$ cat config.mk
export PLATFORM = sky130hd
export DESIGN_NAME = cache_refill_ctrl
export DESIGN_NICKNAME = d
export VERILOG_FILES = /design/src/rtl/cache_refill_ctrl.sv
export SDC_FILE = /design/constraint.sdc
export NUM_CORES = 1
export LEC_CHECK = 0
export ABC_AREA = 1
export CAP_MARGIN = 30
export CORE_MARGIN = 4
export CORE_UTILIZATION = 40
export DETAILED_ROUTE_END_ITERATION = 8
export GPL_TIMING_DRIVEN = 0
export PLACE_DENSITY = 0.8
export SETUP_SLACK_MARGIN = 0.05
export SLEW_MARGIN = 20
export SYNTH_ARGS = -nofsm -noshare
export SYNTH_HDL_FRONTEND = slang
export SYNTH_SLANG_ARGS = --single-unit
$ cat constraint.sdc
create_clock -name clk_i -period 5.3 [get_ports clk_i]
set_input_delay 1.06 -clock clk_i [delete_from_list [all_inputs] [get_ports clk_i]]
set_output_delay 1.06 -clock clk_i [all_outputs]
set_load 0.005 [all_outputs]
$ cat src/rtl/cache_refill_ctrl.sv
// cache_refill_ctrl: fetches one cache line as a burst read and writes each returned beat into the victim way
module cache_refill_ctrl #(
    parameter int ADDR_WID = 32,
    parameter int WORD_WID = 64,
    parameter int BEATS = 4,
    parameter int WAY_WID = 2,
    parameter int TIMEOUT = 255
) (
    input  logic                     clk_i,
    input  logic                     rst_i,
    input  logic                     miss_valid_i,
    output logic                     miss_ready_o,
    input  logic [ADDR_WID-1:0]      miss_addr_i,
    input  logic [WAY_WID-1:0]       miss_way_i,
    output logic                     mem_req_valid_o,
    input  logic                     mem_req_ready_i,
    output logic [ADDR_WID-1:0]      mem_req_addr_o,
    input  logic                     mem_rsp_valid_i,
    input  logic [WORD_WID-1:0]      mem_rsp_data_i,
    input  logic                     mem_rsp_err_i,
    output logic                     fill_we_o,
    output logic [ADDR_WID-1:0]      fill_addr_o,
    output logic [WAY_WID-1:0]       fill_way_o,
    output logic [$clog2(BEATS)-1:0] fill_beat_o,
    output logic [WORD_WID-1:0]      fill_data_o,
    output logic                     fill_done_o,
    output logic                     fill_err_o,
    output logic                     busy_o
);
    localparam int BW = $clog2(BEATS);
    localparam int OFF = BW + $clog2(WORD_WID / 8);
    localparam int TW = $clog2(TIMEOUT + 1);
    typedef enum logic [1:0] {IDLE, REQ, RESP, DONE} state_t;
    state_t state, state_nxt;
    logic [ADDR_WID-1:0] line_addr;
    logic [WAY_WID-1:0] way;
    logic [BW-1:0] beat_cnt;
    logic [TW-1:0] timer;
    logic err_flag, beat, last, expire;
    assign beat = state == RESP && mem_rsp_valid_i;
    assign last = beat_cnt == BW'(BEATS - 1);
    assign expire = state == RESP && !mem_rsp_valid_i && timer == TW'(TIMEOUT - 1);
    assign mem_req_addr_o = line_addr;
    assign fill_addr_o = line_addr;
    assign fill_way_o = way;
    always_comb begin
        miss_ready_o = state == IDLE;
        mem_req_valid_o = state == REQ;
        busy_o = state != IDLE;
        state_nxt = state == IDLE ? (miss_valid_i ? REQ : IDLE)
                  : state == REQ  ? (mem_req_ready_i ? RESP : REQ)
                  : state == RESP ? (((beat && last) || expire) ? DONE : RESP)
                  : IDLE;
    end
    always_ff @(posedge clk_i or posedge rst_i) begin
        if (rst_i) begin
            state <= IDLE;
            line_addr <= '0;
            way <= '0;
            beat_cnt <= '0;
            timer <= '0;
            err_flag <= 1'b0;
            fill_we_o <= 1'b0;
            fill_beat_o <= '0;
            fill_data_o <= '0;
            fill_done_o <= 1'b0;
            fill_err_o <= 1'b0;
        end else begin
            state <= state_nxt;
            fill_we_o <= beat && !mem_rsp_err_i;
            fill_done_o <= state == DONE && !err_flag;
            fill_err_o <= state == DONE && err_flag;
            if (state == IDLE && miss_valid_i) begin
                line_addr <= {miss_addr_i[ADDR_WID-1:OFF], OFF'(0)};
                way <= miss_way_i;
            end
            if (state == REQ) begin
                beat_cnt <= '0;
                timer <= '0;
            end
            if (beat) begin
                beat_cnt <= last ? beat_cnt : beat_cnt + 1'b1;
                timer <= '0;
                fill_beat_o <= beat_cnt;
                fill_data_o <= mem_rsp_data_i;
                err_flag <= err_flag | mem_rsp_err_i;
            end else if (state == RESP) begin
                timer <= timer == TW'(TIMEOUT) ? timer : timer + 1'b1;
                err_flag <= err_flag | expire;
            end
            if (state == DONE) err_flag <= 1'b0;
        end
    end
endmodule

Yosys cells after proc, flatten, opt, wreduce, memory -nomap -nowiden --
Index checks and enable logic that the tools add are counted.
Operators by class: add/subtract/negate cells 2, $mul 0, divide/modulo/power cells 0, magnitude comparators 0, equal/unequal tests 8, shifts and indexed selects 0, muxes and demuxes 16, bitwise operators 2, reduce and logical (&&, ||, !) cells 19
Operator list (count):
- 8-bit two-way mux | 4
- 8-bit equality test (second input constant) | 2
- 2-bit two-way mux | 7
- 8-bit by 1-bit adder with 8-bit output (second input constant) | 1
- 1-bit logical AND | 8
- 2-bit equality test (second input constant) | 3
- 3-bit nonzero test | 2
- 1-bit two-way mux | 5
- 2-bit AND reduction | 2
- 2-bit nonzero test | 2
- 1-bit zero test | 3
- 3-bit != test (second input constant) | 1
- 2-bit by 1-bit adder with 2-bit output (second input constant) | 1
- 2-bit by 1-bit equality test with 1-bit output (second input constant) | 1
- 2-bit zero test | 1
- 2-bit != test (second input constant) | 1
- 1-bit bitwise OR | 2
- 1-bit logical OR | 1
Word-level totals: register bits 111, bits in latches 0, memory bits (writable) 0, bits in read-only memories 0, input bits 104, output and inout bits 138, word-level logic and storage cells 58, memories 0

Depth between registers and ports, before layout --
word-level depth 8, gate-level depth with buffers 9, gate-level depth less buffers 9

Least setup slack after synthesis --
No wires, ideal clock.
path kind in2reg, from input miss_valid_i, to register line_addr[10] (netlist: fill_addr_o[10]), library setup time 0.125 ns, arrival time 1.829 ns, required time 5.175 ns, setup slack 3.346 ns, stages on the path 4, path buffers 2, cells stage by stage nand2_1 -> buf_4 -> buf_2 -> mux2_2
On the way: word-level cells in the longest chain between the ends 1
RTL lines:
- start: declaration | line 11 | input logic miss_valid_i,
- 1-bit logical AND | line 73 | if (state == IDLE && miss_valid_i) begin
- end signal: assignment | line 74 | line_addr <= {miss_addr_i[ADDR_WID-1:OFF], OFF'(0)};
- end: declaration | line 35 | logic [ADDR_WID-1:0] line_addr;
No other way between the ends. A chain may end at the register's enable or synchronous reset.

Final worst setup path --
from register state[0], to output busy_o
On the way: word-level cells in the longest chain between the ends 1
RTL lines:
- start: declaration | line 34 | state_t state, state_nxt;
- start signal: assignment | line 69 | state <= state_nxt;
- 2-bit nonzero test | line 49 | busy_o = state != IDLE;
- end: declaration | line 28 | output logic busy_o
No other way between the ends.

==> reports/summary.txt <==
========================================================================================================
Buffer cell driving the clock tree root                                                     sky130_fd_sc_hd__clkbuf_16
Count of routing violations after the opening detailed-route iteration                               232
Placement Setup Slack                                                                            2670 ps
# resized after CTS                                                                                    0
Static leakage                                                                                   3.62 nW
Data arrival time of the worst path                                                              1670 ps
Setup ws final                                                                                   2570 ps
Number of slew-limit violations in the final report                                                    0
Final cell count without fillers                                                                     895
Pin count of the biggest net entering global routing                                                  80
Width of the chip                                                                                 117 um
Crit path max fanout                                                                                   3
Number of instances in the synthesized netlist                                                       501
CTS buffer count                                                                                       9
DPL Wire Length                                                                                 10200 um
Post-synthesis instance area                                                                   4780 um^2
Area growth syn-to-layout                                                                          58.3%
Fraction of final layout cells with drive strength greater than 1                                  13.4%
DR WL/cell                                                                                       14.9 um
Maximum buffer depth of the clock tree                                                                 2
Status                                                                                      finished clean
Initial cell density of the core                                                                   41.3%
Class of the most critical hold timing path                                                 flip-flop to flip-flop
H-Tree Level Count                                                                                     3
Synth Register Bits                                                                                  111
Kind of end point of the critical path                                                      primary output
Post-layout net count                                                                                860
Die Y-Extent                                                                                      117 um
Post-CTS clock slew at the launch and capture registers of the worst setup and hold paths          70 ps
Antenna cells                                                                                          0
Die area                                                                                      13800 um^2
Max Clock Freq                                                                                   367 MHz
Number of distinct library cells after synthesis                                                      27
Logic pwr share                                                                                    47.5%
CP Class                                                                                    flip-flop to primary output
Number of hold-repair buffers added at the cts stage                                                   0
Count of buffers added by post-CTS timing repair for setup                                             0
Overall power of the completed layout                                                          0.00395 W
Portion of the post-synthesis area used by sequential elements                                     58.1%
Worst-Skew Late Latency                                                                           330 ps
Fill cell count                                                                                      921
Count of endpoints failing hold in the final timing report                                             0
Portion of total power attributed to the clock network                                             16.1%
Highest-count cells in the layout ignoring fill and taps                                    sky130_fd_sc_hd__nand2_1 (226), sky130_fd_sc_hd__clkdlybuf4s50_1 (226), sky130_fd_sc_hd__dfrtp_1 (111), sky130_fd_sc_hd__buf_4 (39), sky130_fd_sc_hd__mux2_2 (29)
Final Cycle Share                                                                                  51.5%
Reg power frac                                                                                     36.5%
TritonCTS sink count                                                                                 111
Overall global routing resource usage                                                              18.9%
Net switching fraction of the power                                                                29.4%
Final ANT Viol Nets                                                                                    0
Unrepaired setup endpoints after global routing                                                    false
Total grt overflow                                                                                     0
Core Footprint                                                                                11600 um^2
Minimum period implied by the final worst setup slack                                            2730 ps
Slew at the pin with the worst max-slew slack                                                     570 ps
Number of iterations in the first detailed-routing pass                                                5
Sw Pwr                                                                                         0.00116 W
Worst max-slew margin expressed relative to the limit                                              62.0%
Number of global-route vias before repair                                                           4040
Global placement routability congestion                                                            0.898
Drt via density                                                                                     4.60
Detailed-route wire length                                                                      13300 um
Number of antenna violations at the first check in global routing                                      0
Maximum resistive drop on vdd                                                                 0.000241 V
Wire length of the first global-routing pass                                                    20200 um
Power Dens Cells                                                                             522 nW/um^2
Data required time of the worst path                                                             4240 ps
DR DRC count                                                                                           0
Number of top-level pins                                                                             242
Number of max-cap violations                                                                           0
Yosys Warn Count                                                                                       0
Clk_skew                                                                                         4.42 ps
Int Power                                                                                      0.00279 W
Average instance area after synthesis                                                          9.54 um^2
Via count                                                                                           4114
Number of setup violations in the final report                                                         0
Number of port buffers                                                                               226
Clock tree from TritonCTS                                                                           done
Number of cells after detailed placement                                                             880
Crit path launch type                                                                          flip-flop
Cell row count                                                                                        39
========================================================================================================
flip-flops by register name, summed over array words and instances, names as in the netlist:
signal / flops
fill_data_o: 64
fill_addr_o: 27
timer: 8
beat_cnt: 2
fill_beat_o: 2
fill_way_o: 2
state: 2
err_flag: 1
fill_done_o: 1
fill_err_o: 1
fill_we_o: 1
cells in the mapped netlist, drive strengths merged:
master	count	area, um^2
dfrtp	111	2780
or2	1	6.26
buf	48	350
ha	8	100
clkbuf	6	22.5
inv	23	88.8
nand3	10	55.1
xor2	1	8.76
nand4	3	18.8
mux2	29	327
o21ai	7	35.0
conb	1	3.75
a21oi	6	33.8
nor2	18	77.6
nand3b	1	7.51
nand2	228	866
power groups by stage:
stage | clock (W) | sequential [W] | combinational [W]
4_1_cts | 0.000652 | 0.00144 | 0.00191
3_3_place_gp | 0 | 0.00143 | 0.00185
2_1_floorplan | 0 | 0.00146 | 0.000688
5_1_grt | 0.000693 | 0.00149 | 0.00205
3_5_place_dp | 0 | 0.00145 | 0.00190
6_report | 0.000635 | 0.00144 | 0.00187
cell families after synthesis:
group,Yosys count,synth area share (%)
buffers and inverters,77,9.66
other,1,0.0785
AO/OA/AOI/OAI,13,1.44
adder cells (fa/ha/maj),8,2.09
multiplexers,29,6.83
flip-flops,111,58.1
XOR/XNOR,1,0.183
AND/OR/NAND/NOR,261,21.6
stage by stage:
stage	utilization, %	hold WS (ps)	instance area, um^2	setup TNS [ps]
final	65.4	458	7560	0
after global routing	65.4	477	7560	0
after CTS	65.4	458	7560	0
after detailed placement	63.0	447	7290	0
after global placement	62.7	430	7250	-24490
after floorplan	-	421	4810	0
area by class of cell:
cell class,count,area [um^2],share of cell area [%]
timing repair buffer,227,2290,30.3
buffer,54,373,4.93
sequential,111,2780,36.7
tap,143,179,2.37
inverter,23,93.8,1.24
multi-input combinational,322,1570,20.8
clock buffer,15,278,3.67
final timing paths:
check | to | depth (start not counted) | slack (ps) | from
min in group asynchronous | fill_addr_o[14]$_DFFE_PP0P_ | 2 | 1090 | rst_i
setup / recovery | busy_o | 4 | 2570 | state[0]$_DFF_PP0_
max in group asynchronous | timer[4]$_DFFE_PP0P_ | 3 | 3530 | rst_i
hold / removal | fill_done_o$_DFF_PP0_ | 1 | 460 | err_flag$_DFFE_PP0P_
hold reg to reg | fill_done_o$_DFF_PP0_ | 1 | 460 | err_flag$_DFFE_PP0P_
setup reg to reg | fill_data_o[4]$_DFFE_PP0N_ | 8 | 3460 | state[0]$_DFF_PP0_
critical path, stage by stage (launching register included):
cell,delay (ps)
sky130_fd_sc_hd__dfrtp_1,380
sky130_fd_sc_hd__inv_1,90
sky130_fd_sc_hd__ha_1,230
sky130_fd_sc_hd__inv_1,100
sky130_fd_sc_hd__clkdlybuf4s50_1,530
metal layers:
metal  vias up  global-route usage [%]  wire [um]
li1       1998                       -          -
met1      1905                    23.0       5130
met2       196                    31.4       6450
met3        15                    6.94       1490
met4         0                    6.12        223
met5         -                       0          0
Note: power is estimated with default switching activity, not from simulation.
